--- src/rtl/cpu_types_pkg.sv ---
// Shared types for the single-core memory subsystem.
// RAM handshake states, arbiter FSM states and the machine word.
package cpu_types_pkg;

   typedef logic [31:0] word_t;

   typedef enum logic [1:0] {
      FREE   = 2'd0,
      BUSY   = 2'd1,
      ACCESS = 2'd2,
      ERROR  = 2'd3
   } ramstate_t;

   typedef enum logic [1:0] {
      IDLE   = 2'd0,
      DGRANT = 2'd1,
      IGRANT = 2'd2,
      DLOCK  = 2'd3
   } arb_state_t;

endpackage

--- src/rtl/arb_lock_ctr.sv ---
// Block-lock window counter for the memory arbiter.
// Ports: CLK, nRST, load (arm window), dec (one lock cycle spent),
// expired (last lock cycle reached).
module arb_lock_ctr #(
   parameter int LOCK_CYCLES = 4
) (
   input  logic CLK,
   input  logic nRST,
   input  logic load,
   input  logic dec,
   output logic expired
);

   localparam int CW = (LOCK_CYCLES > 1) ? $clog2(LOCK_CYCLES) : 1;

   logic [CW-1:0] cnt;

   // Loaded with LOCK_CYCLES-1 on entry to the lock; zero means the
   // current lock cycle is the last one allowed.
   always_ff @(posedge CLK or negedge nRST) begin
      if (!nRST)
         cnt <= '0;
      else if (load)
         cnt <= CW'(LOCK_CYCLES - 1);
      else if (dec && cnt != '0)
         cnt <= cnt - 1'b1;
   end

   assign expired = (cnt == '0);

endmodule

--- src/rtl/mem_arbiter.sv ---
// Memory arbiter: icache/dcache word requests onto one RAM port,
// dcache priority, grant held between the two beats of a dcache block.
// Ports: CLK, nRST; icache iREN/iaddr/iwait/iload; dcache
// dREN/dWEN/daddr/dstore/dwait/dload; RAM ramREN/ramWEN/ramaddr/
// ramstore/ramload/ramstate.
// Option MEM_ARBITER_STATS_EN adds dcount, icount, stallcount.
module mem_arbiter
   import cpu_types_pkg::*;
#(
   parameter int LOCK_CYCLES = 4,
   parameter int RAM_ADDR_W  = 32
) (
   input  logic                  CLK,
   input  logic                  nRST,
   input  logic                  iREN,
   input  logic [RAM_ADDR_W-1:0] iaddr,
   output logic                  iwait,
   output word_t                 iload,
   input  logic                  dREN,
   input  logic                  dWEN,
   input  logic [RAM_ADDR_W-1:0] daddr,
   input  word_t                 dstore,
   output logic                  dwait,
   output word_t                 dload,
   output logic                  ramREN,
   output logic                  ramWEN,
   output logic [RAM_ADDR_W-1:0] ramaddr,
   output word_t                 ramstore,
   input  word_t                 ramload,
   input  logic [1:0]            ramstate
`ifdef MEM_ARBITER_STATS_EN
  ,output logic [31:0]           dcount,
   output logic [31:0]           icount,
   output logic [31:0]           stallcount
`endif
);

   arb_state_t state;
   ramstate_t  rs;
   logic       d_req;
   logic       acc;
   logic       lk_load;
   logic       lk_dec;
   logic       lk_exp;

   assign rs    = ramstate_t'(ramstate);
   assign acc   = (rs == ACCESS);
   assign d_req = dREN | dWEN;

   // Arm the lock only when beat 0 (word bit 2 clear) completes.
   assign lk_load = (state == DGRANT) && d_req && acc && !daddr[2];
   assign lk_dec  = (state == DLOCK);

   arb_lock_ctr #(
      .LOCK_CYCLES(LOCK_CYCLES)
   ) u_lock (
      .CLK     (CLK),
      .nRST    (nRST),
      .load    (lk_load),
      .dec     (lk_dec),
      .expired (lk_exp)
   );

   always_ff @(posedge CLK or negedge nRST) begin
      if (!nRST) begin
         state <= IDLE;
      end else begin
         unique case (state)
            IDLE: begin
               if (d_req)
                  state <= DGRANT;
               else if (iREN)
                  state <= IGRANT;
            end
            DGRANT: begin
               if (!d_req)
                  state <= IDLE;
               else if (acc)
                  state <= daddr[2] ? IDLE : DLOCK;
            end
            IGRANT: begin
               if (!iREN || acc)
                  state <= IDLE;
            end
            DLOCK: begin
               if (d_req && daddr[2])
                  state <= DGRANT;
               else if (!d_req || lk_exp)
                  state <= IDLE;
            end
            default: state <= IDLE;
         endcase
      end
   end

   // Strobes are decoded from the registered grant; the handshake
   // side follows ramstate in the same cycle. A dropped request
   // drops its strobe and never completes.
   always_comb begin
      iwait    = 1'b1;
      dwait    = 1'b1;
      iload    = '0;
      dload    = '0;
      ramREN   = 1'b0;
      ramWEN   = 1'b0;
      ramaddr  = '0;
      ramstore = '0;
      unique case (1'b1)
         (state == DGRANT): begin
            ramaddr = daddr;
            if (dWEN) begin
               ramWEN   = 1'b1;
               ramstore = dstore;
            end else begin
               ramREN = dREN;
            end
            if (d_req && acc) begin
               dwait = 1'b0;
               dload = ramload;
            end
         end
         (state == IGRANT): begin
            ramaddr = iaddr;
            ramREN  = iREN;
            if (iREN && acc) begin
               iwait = 1'b0;
               iload = ramload;
            end
         end
         default: ;
      endcase
   end

`ifdef MEM_ARBITER_STATS_EN
   logic stall;

   assign stall = iREN && iwait &&
                  (state == DGRANT || state == DLOCK);

   always_ff @(posedge CLK or negedge nRST) begin
      if (!nRST) begin
         dcount     <= '0;
         icount     <= '0;
         stallcount <= '0;
      end else begin
         if (!dwait && dcount != '1)
            dcount <= dcount + 1'b1;
         if (!iwait && icount != '1)
            icount <= icount + 1'b1;
         if (stall && stallcount != '1)
            stallcount <= stallcount + 1'b1;
      end
   end
`endif

endmodule

--- config.mk ---
export PLATFORM = sky130hd
export DESIGN_NAME = mem_arbiter
export DESIGN_NICKNAME = d
export VERILOG_FILES = /design/src/rtl/cpu_types_pkg.sv /design/src/rtl/arb_lock_ctr.sv /design/src/rtl/mem_arbiter.sv
export SDC_FILE = /design/constraint.sdc
export NUM_CORES = 1
export LEC_CHECK = 0
export ABC_CLOCK_PERIOD_IN_PS = 4600
export CORE_AREA = 2 2 102 104
export CTS_CLUSTER_DIAMETER = 30
export DETAILED_ROUTE_END_ITERATION = 16
export DIE_AREA = 0 0 104 106
export PLACE_DENSITY = 0.62
export SYNTH_ARGS = -nofsm -noshare
export SYNTH_HDL_FRONTEND = slang
export SYNTH_SLANG_ARGS = --single-unit
--- constraint.sdc ---
create_clock -name CLK -period 4.6 [get_ports CLK]
set_clock_uncertainty 0.15 [all_clocks]
set_input_delay 0.92 -clock CLK [delete_from_list [all_inputs] [get_ports CLK]]
set_output_delay 0.92 -clock CLK [all_outputs]
set_load 0.02 [all_outputs]
==> summary.md, run 1 <==
| Metric | Value |
|---|---|
| Core Rows | `37` |
| Slew Limit Fails | `0` |
| CTS clk-pin slew, worst paths | `30 ps` |
| Cell Area, Synth | `1490 um2` |
| Net Count, Synth | `365` |
| Classification of the worst setup path | `in -> out` |
| Layout cells sized above 1 | `2.32%` |
| Io pins | `267` |
| Cell mode on critical path | `clkdlybuf4s50_1` |
| Most used routing layer | `met2` |
| Met1 Use GR | `14.6%` |
| Slew @ Worst Pin | `833 ps` |
| Root Driver | `clkbuf_8` |
| Unrepaired setup endpoints after global routing | `false` |
| DR DRC count | `0` |
| Maximum clock insertion buffer count | `2` |
| Area Overhead vs Synth | `189%` |
| First-pass GRT wire length | `13300 um` |
| Async SR Flop Fraction | `100%` |
| Worst vdd ir | `0.190 mV` |
| Cell taking the most area after synthesis | `and2_1` |
| Hold crit path type | `reg -> reg` |
| PwrDens | `362 nW/um2` |
| Grt met2 use | `29.9%` |
| Worst Hold Launch | `u_lock.cnt[1]` |
| Avg Vias per Cell | `4.24` |
| Post_cts resized | `0` |
| Ranking of synthesized cells by area | `and2_1 27%, a22oi_1 16%, nor2b_1 14%, and3_1 13%, dfrtp_1 6.7%` |
| Critical path's top delay family | `buffers and inverters` |
| Reg-to-Reg End | `u_lock.cnt[1]` |
| Min Clock Period, post-route | `3810 ps` |
| Post-route ant nets | `0` |
| WP data arrival | `2740 ps` |
| Initial DRT Pass Iterations | `5` |
| Initial DRC Count | `100` |
| Port Buffer Count | `266` |
| Hold EP | `u_lock.cnt[1]` |
| Synth warn | `0` |
| Post-Layout Cell Count | `611` |
| All-Layer GR Usage | `14.7%` |
| Antenna fix cells | `0` |
| Num Clock Sinks | `4` |
| Seq cells post-synth | `4` |
| Synth top area share | `27.3%` |
| GR Layer Usage met3 | `4.41%` |
| Sequential area share after synthesis | `6.72%` |
| Final nets | `618` |
| Number of synthesized flops with an enable pin | `0` |
| Wire length per cell | `14.4 um` |
| Antenna violations before repair | `0` |
| Die height | `106 um` |
| Hold depth | `2` |
| Status | `completed` |
| Placed cells | `608` |
| Buf/Inv on CP | `3` |
| CTS H-tree lvls | `1` |
| Total negative slack | `0 ps` |
| Final WL | `8830 um` |
| Vias in the first global route | `2600` |
| Slew margin rel. | `44.5%` |
| Vias | `2590` |
| Worst skew pair latency | `220 ps` |
| Distinct cells, synth | `23` |
| Most common cell in the netlist | `and2_1` |
| Crit share post-route | `82.8%` |
| Hold Fails Final Rpt | `0` |
| Worst Path Required | `3530 ps` |
| Gpl congestion | `0.792` |
| R2R depth | `7` |
| Cts hold-fix bufs | `0` |
| Lkg Pwr | `0.00169 uW` |
| Origin of the critical flop-to-flop path | `state[1]` |
| Final setup violation count | `0` |
| Max FO, Critical Path | `33` |
| Critical path launch point type | `primary input` |
| Gr ovfl total | `0` |
| Crit path capture type | `primary output` |
| CP max stage cell | `clkdlybuf4s50_1` |
| Post-CTS Setup Bufs | `0` |
| Pin count of the biggest net entering global routing | `39` |
| Max_cap viols | `0` |
| CTS Buf Count | `3` |
| R2R Setup Slk | `2390 ps` |
| Die width | `104 um` |
| Worst hold slack | `349 ps` |
| Detailed Place HPWL | `7470 um` |
| Final design utilization | `43.1%` |
| CP Cell Sequence | `clkdlybuf4s50_1 -> nand2b_1 -> nor2_1 -> buf_4 -> and2_1 -> clkdlybuf4s50_1` |
| Core ar. | `10000 um2` |
| CTS tree | `built` |
| Mean post-synth cell area | `6.65 um2` |
| Syn Inst Count | `224` |
| Top FF cell, synth | `dfrtp_1` |
| Top cells by count, synth | `65 x and2_1, 33 x nor2b_1, 32 x a22oi_1, 32 x and3_1, 18 x clkbuf_1` |
| Die area | `11000 um2` |
| Fmax | `263 MHz` |
| CP max stage delay | `610 ps` |
| Starting Density | `14.9%` |
worst register-to-register path: stages (launching register included):
cell      delay [ps]
dfrtp_1          400
inv_1            130
ha_2             550
o21ai_1          220
nor2_1           130
buf_4            270
inv_2             90
o221ai_1         190
report_power, final:
part / internal [uW] / leakage, uW / total, uW / switching, uW
sequential: 53.6 / 0.0000475 / 65.7 / 12.1
combinational: 704 / 0.00162 / 1420 / 719
clock: 55.8 / 0.0000216 / 74.0 / 18.2
metrics by stage:
step	cell area (um2)	setup WS, ps	total power (uW)
6_report	4310	793	1560
5_1_grt	4310	621	1680
4_1_cts	4310	781	1590
3_5_place_dp	4270	781	1500
3_3_place_gp	4270	763	1490
2_1_floorplan	1490	1760	862
how the worst max path moves through the flow:
stage	startpoint	end	slack (ps)	cells past startpoint
2_1_floorplan	ramstate[0]	iload[10]	1760	4
3_3_place_gp	ramstate[0]	iload[17]	760	6
3_5_place_dp	ramstate[0]	dload[5]	780	6
4_1_cts	ramstate[0]	dload[5]	780	6
5_1_grt	state[1]	dload[10]	620	7
6_report	ramstate[0]	iload[11]	790	6
layer usage:
| metal | routed length, um | share of wire [%] | vias up |
|---|---|---|---|
| li1 | - | - | 1265 |
| met1 | 3180 | 36 | 1149 |
| met4 | 122 | 1.4 | 0 |
| met5 | 0 | 0 | - |
| met3 | 927 | 11 | 8 |
| met2 | 4590 | 52 | 168 |
state kept, by name, indices dropped and copies added (netlist names):
register,flops
u_lock.cnt,2
state,2
cells in the final DEF, fill, tap and decap left out:
master and instances:
nor3_1 2, inv_1 5, a21boi_1 1, dfrtp_1 4, and2_1 65, inv_2 1, clkbuf_8 3, mux2i_1 1
o21ai_1 2, nand3b_1 1, nand2_1 3, mux2_1 1, ha_2 1, nor2b_1 33, xnor2_1 1, o221ai_1 1
a21oi_1 3, a22oi_1 32, nor2_1 3, a221oi_2 1, and3_1 32, nand2b_1 3, clkdlybuf4s50_1 266, buf_4 5
ha_1 5
cell families after synthesis:
| logic type | share of synthesized area [%] |
|---|---|
| AND/OR/NAND/NOR | 58.6 |
| AO/OA/AOI/OAI | 19.9 |
| buffers and inverters | 7.73 |
| adder cells (fa/ha/maj) | 5.04 |
| flip-flops | 6.72 |
| multiplexers | 1.43 |
| XOR/XNOR | 0.588 |
layout make-up:
type	count	area, um2
Fill cell	1024	5690
Timing Repair Buffer	271	2700
Multi-Input combinational cell	191	1280
Tap cell	136	170
Sequential cell	4	100
Clock buffer	3	41.3
Inverter	6	22.5
Note: power is estimated with default switching activity, not from simulation.
==> run 2, diff against run 1 <==
- ABC_CLOCK_PERIOD_IN_PS: 4600 -> 3300
- CORE_AREA: 2 2 102 104 -> 2 2 103 105
- DIE_AREA: 0 0 104 106 -> 0 0 105 107
- PLACE_DENSITY: 0.62 -> 0.64
- clock period: 4.6 -> 3.3 ns (I/O delays scaled with it)
==> summary.md, run 2 (same netlist as run 1, synthesis figures left out) <==
| Metric | Value |
|---|---|
| Status | `completed (unchanged)` |
| Fmax | `313 MHz` |
| Post-CTS Setup Bufs | `0 (unchanged)` |
| Critical path launch point type | `primary input (unchanged)` |
| Cts hold-fix bufs | `0 (unchanged)` |
| Die area | `11200 um2 (was 11000 um2)` |
| Die width | `105 um (was 104 um)` |
| Core ar. | `10100 um2 (was 10000 um2)` |
| R2R Setup Slk | `1350 ps (was 2390 ps)` |
| Unrepaired setup endpoints after global routing | `true (was false)` |
| Crit share post-route | `96.7%` |
| Biggest regs | `state x2, u_lock.cnt x2 (unchanged)` |
| CP Cell Sequence | `clkdlybuf4s50_1 -> nand2b_1 -> nor2_1 -> buf_4 -> and2_1 -> clkdlybuf4s50_1 (unchanged)` |
| Classification of the worst setup path | `in -> out (unchanged)` |
| Starting Density | `14.8% (was 14.9%)` |
| Num Clock Sinks | `4 (unchanged)` |
| CP max stage cell | `clkdlybuf4s50_1 (unchanged)` |
| Antenna violations before repair | `0 (unchanged)` |
| Slew margin rel. | `75.3% (was 44.5%)` |
| DR DRC count | `0 (unchanged)` |
| Pin count of the biggest net entering global routing | `61 (was 39)` |
| R2R depth | `7 (unchanged)` |
| Vias in the first global route | `2651 (was 2600)` |
| Root Driver | `clkbuf_8 (unchanged)` |
| Vias | `2618 (was 2590)` |
| PwrDens | `513 nW/um2 (was 362 nW/um2)` |
| Port Buffer Count | `266 (unchanged)` |
| Final setup violation count | `0 (unchanged)` |
| Total power | `2270 uW (was 1560 uW)` |
| Maximum clock insertion buffer count | `2 (unchanged)` |
| Origin of the critical flop-to-flop path | `state[1] (unchanged)` |
| Hold Fails Final Rpt | `0 (unchanged)` |
| CTS clk-pin slew, worst paths | `30 ps (about the same)` |
| Cell mode on critical path | `clkdlybuf4s50_1 (unchanged)` |
| Worst Setup SP | `ramstate[0] (unchanged)` |
| CTS Buf Count | `3 (unchanged)` |
| Gpl congestion | `0.880 (was 0.792)` |
| Crit path capture type | `primary output (unchanged)` |
| All-Layer GR Usage | `14.0% (was 14.7%)` |
| Worst slack, placed | `48.5 ps (was 781 ps)` |
| CP endpoint | `iload[27] (was iload[11])` |
| Detailed Place HPWL | `7330 um (was 7470 um)` |
| Area Overhead vs Synth | `198% (was 189%)` |
| Slew Limit Fails | `0 (unchanged)` |
| Worst Path Required | `2490 ps (was 3530 ps)` |
| Reg-to-Reg End | `state[0] (was u_lock.cnt[1])` |
| Initial DRC Count | `74 (was 100)` |
| CTS tree | `built (unchanged)` |
| Post-route ant nets | `0 (unchanged)` |
| First-pass GRT wire length | `13000 um (was 13300 um)` |
| Highest-count cells in the layout ignoring fill and taps | `256 x clkdlybuf4s50_1, 65 x and2_1, 33 x nor2b_1 (was 266 x clkdlybuf4s50_1, 65 x and2_1, 33 x nor2b_1)` |
| Post_cts resized | `0 (unchanged)` |
| Hold crit path type | `reg -> reg (unchanged)` |
| Gr ovfl total | `0 (unchanged)` |
| CTS H-tree lvls | `1 (unchanged)` |
| CP max stage delay | `600 ps (was 610 ps)` |
| Hold depth | `2 (unchanged)` |
| Avg Vias per Cell | `4.23 (was 4.24)` |
| Final WL | `8620 um (was 8830 um)` |
| Core Rows | `37 (unchanged)` |
| Slew @ Worst Pin | `371 ps (was 833 ps)` |
| WP data arrival | `2380 ps (was 2740 ps)` |
| Wire length per cell | `13.9 um (was 14.4 um)` |
| Lkg Pwr | `0.00191 uW (was 0.00169 uW)` |
| Worst Hold Launch | `u_lock.cnt[1] (unchanged)` |
| Io pins | `267 (unchanged)` |
| Initial DRT Pass Iterations | `4 (was 5)` |
| Antenna fix cells | `0 (unchanged)` |
| Commonest non-fill, non-tap cell in the layout | `clkdlybuf4s50_1 (unchanged)` |
| PnR worst setup slack | `109 ps (was 793 ps)` |
| Worst vdd ir | `0.402 mV (was 0.190 mV)` |
| Worst skew pair latency | `220 ps (about the same)` |
| Min Clock Period, post-route | `3190 ps` |
| Die height | `107 um (was 106 um)` |
| Max FO, Critical Path | `20 (was 33)` |
| Layout cells sized above 1 | `4.35% (was 2.32%)` |
| Final nets | `626 (was 618)` |
| Max_cap viols | `0 (unchanged)` |
-- run 2: changes by cell type in the layout (fill, tap and decap cells not counted), sizes merged --
cell	delta
clkdlybuf4s50	-10
buf	+9
dlymetal6s2s	+9
-- run 2: worst min-delay path by stage --
stage                               end
after global routing      u_lock.cnt[1]
after CTS                 u_lock.cnt[1]
after floorplan                state[0]
final                     u_lock.cnt[1]
after detailed placement  u_lock.cnt[1]
after global placement    u_lock.cnt[1]
-- run 2: layout make-up --
type	count	area (um2)
fill	1036	5660
timing repair buffer	279	2820
multi-input combinational	191	1280
tap	136	170
sequential	4	100
clock buffer	3	41.3
inverter	6	22.5
-- run 2: layer usage --
metal | track usage (%) | vias up | share of wire [%]
met2 | 26.8 | 156 | 51
met3 | 4.98 | 11 | 10
met4 | 2.48 | 0 | 1.1
met5 | 0 | - | 0
met1 | 14.9 | 1170 | 38
li1 | - | 1281 | -
-- run 2: power breakdown --
group	leakage, uW	switching [uW]	internal [uW]
clock	0.0000216	27.3	77.9
sequential	0.0000475	16.1	74.7
combinational	0.00184	1010	1060
-- run 2: stage by stage --
| step | hold WS [ps] | cells | utilization [%] | instance area [um2] | setup TNS (ps) |
|---|---|---|---|---|---|
| finish | 349 | 619 | 43.9 | 4430 | 0 |
| floorplan | 214 | 224 | - | 1490 | 0 |
| global route | 381 | 619 | 43.9 | 4430 | -18.8 |
| detailed placement | 341 | 616 | 43.2 | 4360 | 0 |
| CTS | 348 | 619 | 43.7 | 4410 | 0 |
| global placement | 320 | 616 | 43.2 | 4360 | 0 |
-- run 2: critical path, delay by kind of cell --
family	cells	cell delay (ps)
buffers and inverters	3	1210
AND/OR/NAND/NOR	3	510
==> run 3, diff against run 2 <==
- ABC_CLOCK_PERIOD_IN_PS: 3300 -> 3950
- CORE_AREA: 2 2 103 105 -> 2 2 102 104
- DIE_AREA: 0 0 105 107 -> 0 0 104 106
- PLACE_DENSITY: 0.64 -> 0.62
- clock period: 3.3 -> 3.95 ns (I/O delays scaled with it)
==> summary.md, run 3 (same netlist as run 1, synthesis figures left out) <==
| Metric | Value |
|---|---|
| Status | `completed (unchanged)` |
| Post-Layout Cell Count | `612 (was 619)` |
| Port Buffer Count | `266 (unchanged)` |
| Area Overhead vs Synth | `192% (was 198%)` |
| Cts hold-fix bufs | `0 (unchanged)` |
| Hold Fails Final Rpt | `0 (unchanged)` |
| Sw frac | `47.2% (was 46.6%)` |
| Wire length per cell | `14.5 um (was 13.9 um)` |
| Total negative slack | `0 ps (unchanged)` |
| Flop pwr share | `4.2% (was 4.0%)` |
| Antenna violations before repair | `0 (unchanged)` |
| Initial DRT Pass Iterations | `4 (unchanged)` |
| Final WL | `8850 um (was 8620 um)` |
| CTS H-tree lvls | `1 (unchanged)` |
| Num Clock Sinks | `4 (unchanged)` |
| Die height | `106 um (was 107 um)` |
| Lkg Pwr | `0.00170 uW (was 0.00191 uW)` |
| Starting Density | `14.9% (was 14.8%)` |
| Highest-count cells in the layout ignoring fill and taps | `266 x clkdlybuf4s50_1, 65 x and2_1, 33 x nor2b_1 (was 256 x clkdlybuf4s50_1, 65 x and2_1, 33 x nor2b_1)` |
| Die width | `104 um (was 105 um)` |
| Layout cells sized above 1 | `2.52% (was 4.35%)` |
| Die area | `11000 um2 (was 11200 um2)` |
| CP max stage delay | `600 ps (about the same)` |
| Vias in the first global route | `2617 (was 2651)` |
| Crit path capture type | `primary output (unchanged)` |
| Internal | `976 uW (was 1210 uW)` |
| Core ar. | `10000 um2 (was 10100 um2)` |
| First-pass GRT wire length | `13400 um (was 13000 um)` |
| WP data arrival | `2620 ps (was 2380 ps)` |
| Pin count of the biggest net entering global routing | `58 (was 61)` |
| Slew margin rel. | `63.3% (was 75.3%)` |
| Worst Path Required | `3010 ps (was 2490 ps)` |
| Maximum clock insertion buffer count | `2 (unchanged)` |
| Hold crit path type | `reg -> reg (unchanged)` |
| Unrepaired setup endpoints after global routing | `false (was true)` |
| Commonest non-fill, non-tap cell in the layout | `clkdlybuf4s50_1 (unchanged)` |
| Fmax | `281 MHz` |
| Max_cap viols | `0 (unchanged)` |
| CTS clk-pin slew, worst paths | `30 ps (about the same)` |
| Placed cells | `609 (was 616)` |
| Biggest regs | `state x2, u_lock.cnt x2 (unchanged)` |
| CTS Buf Count | `3 (unchanged)` |
| Vias | `2582 (was 2618)` |
| PnR worst setup slack | `390 ps (was 109 ps)` |
| Clk network pwr share | `4.5% (was 4.6%)` |
| Classification of the worst setup path | `in -> out (unchanged)` |
| Post_cts resized | `0 (unchanged)` |
| DR DRC count | `0 (unchanged)` |
| Final setup violation count | `0 (unchanged)` |
| Register Area | `100 um2 (unchanged)` |
| Antenna fix cells | `0 (unchanged)` |
| Gpl congestion | `0.817 (was 0.880)` |
| Final nets | `619 (was 626)` |
| Critical path launch point type | `primary input (unchanged)` |
| Core Rows | `37 (unchanged)` |
| Post-CTS Setup Bufs | `0 (unchanged)` |
| Crit share post-route | `90.1%` |
| All-Layer GR Usage | `14.8% (was 14.0%)` |
| CTS tree | `built (unchanged)` |
| Net Sw Power | `874 uW (was 1060 uW)` |
| Post-route ant nets | `0 (unchanged)` |
| Min Clock Period, post-route | `3560 ps` |
| Combinational cell fraction of total power | `91.4% (about the same)` |
| CP max stage cell | `clkdlybuf4s50_1 (unchanged)` |
| Worst skew pair latency | `210 ps (was 220 ps)` |
| CP Cell Sequence | `clkdlybuf4s50_1 -> nand2b_1 -> nor2_1 -> buf_4 -> and2_1 -> clkdlybuf4s50_1 (unchanged)` |
| Fillers | `1041 (was 1036)` |
| Worst vdd ir | `0.227 mV (was 0.402 mV)` |
| Max FO, Critical Path | `33 (was 20)` |
| Avg Vias per Cell | `4.22 (was 4.23)` |
| Detailed Place HPWL | `7560 um (was 7330 um)` |
| Multi-input gate area | `1280 um2 (about the same)` |
| PwrDens | `426 nW/um2 (was 513 nW/um2)` |
| Slew @ Worst Pin | `550 ps (was 371 ps)` |
| Worst slack, placed | `389 ps (was 48.5 ps)` |
| Initial DRC Count | `88 (was 74)` |
| Slew Limit Fails | `0 (unchanged)` |
| Io pins | `267 (unchanged)` |
| Cell mode on critical path | `clkdlybuf4s50_1 (unchanged)` |
| Root Driver | `clkbuf_8 (unchanged)` |
| Gr ovfl total | `0 (unchanged)` |
[run 3: cell count changes in the layout (fill, tap and decap cells not counted), sizes merged]
cell | before | now
buf | 14 | 6
clkdlybuf4s50 | 256 | 266
dlymetal6s2s | 9 | 0
[run 3: worst paths after layout]
check / end / slack [ps] / startpoint / depth (start not counted)
min in group asynchronous: state[1] / 650 / nRST / 1
max reg2reg: state[0] / 1980 / state[1] / 6
min reg2reg: u_lock.cnt[1] / 350 / u_lock.cnt[1] / 2
max in group asynchronous: u_lock.cnt[0] / 2820 / nRST / 1
max: iload[27] / 390 / ramstate[0] / 6
min: u_lock.cnt[1] / 350 / u_lock.cnt[1] / 2
[run 3: critical path: cells and delay by family]
family | cells | cell delay [ps]
buf+inv | 3 | 1260
simple gates | 3 | 560
[run 3: power by group through the flow]
| stage | registers [uW] | clock network [uW] | logic (uW) |
|---|---|---|---|
| floorplan | 72.8 | 0 | 931 |
| global placement | 76.7 | 0 | 1690 |
| detailed placement | 77.9 | 0 | 1710 |
| CTS | 77.6 | 85.0 | 1710 |
| global route | 80.9 | 88.1 | 1820 |
| finish | 77.3 | 82.3 | 1690 |
[run 3: cell type report]
type / instances / share of cell area [%]
tap: 136 / 3.92
multi-input combinational: 191 / 29.4
timing repair buffer: 272 / 62.9
clock buffer: 3 / 0.951
sequential: 4 / 2.30
inverter: 6 / 0.519
[run 3: stage by stage]
stage | hold WS [ps] | utilization, % | cell area [um2] | power, uW
global placement | 323 | 43.0 | 4300 | 1770
finish | 350 | 43.4 | 4340 | 1850
detailed placement | 352 | 43.0 | 4300 | 1780
CTS | 359 | 43.4 | 4340 | 1870
global route | 379 | 43.4 | 4340 | 1990
floorplan | 306 | - | 1490 | 1000
[run 3: layer usage]
layer / vias to the layer above / global-route usage [%] / share of wire (%)
met5: - / 0 / 0
met2: 164 / 30.0 / 53
met1: 1144 / 15.0 / 37
met3: 2 / 4.23 / 9.8
li1: 1272 / - / -
met4: 0 / 2.41 / 0.31
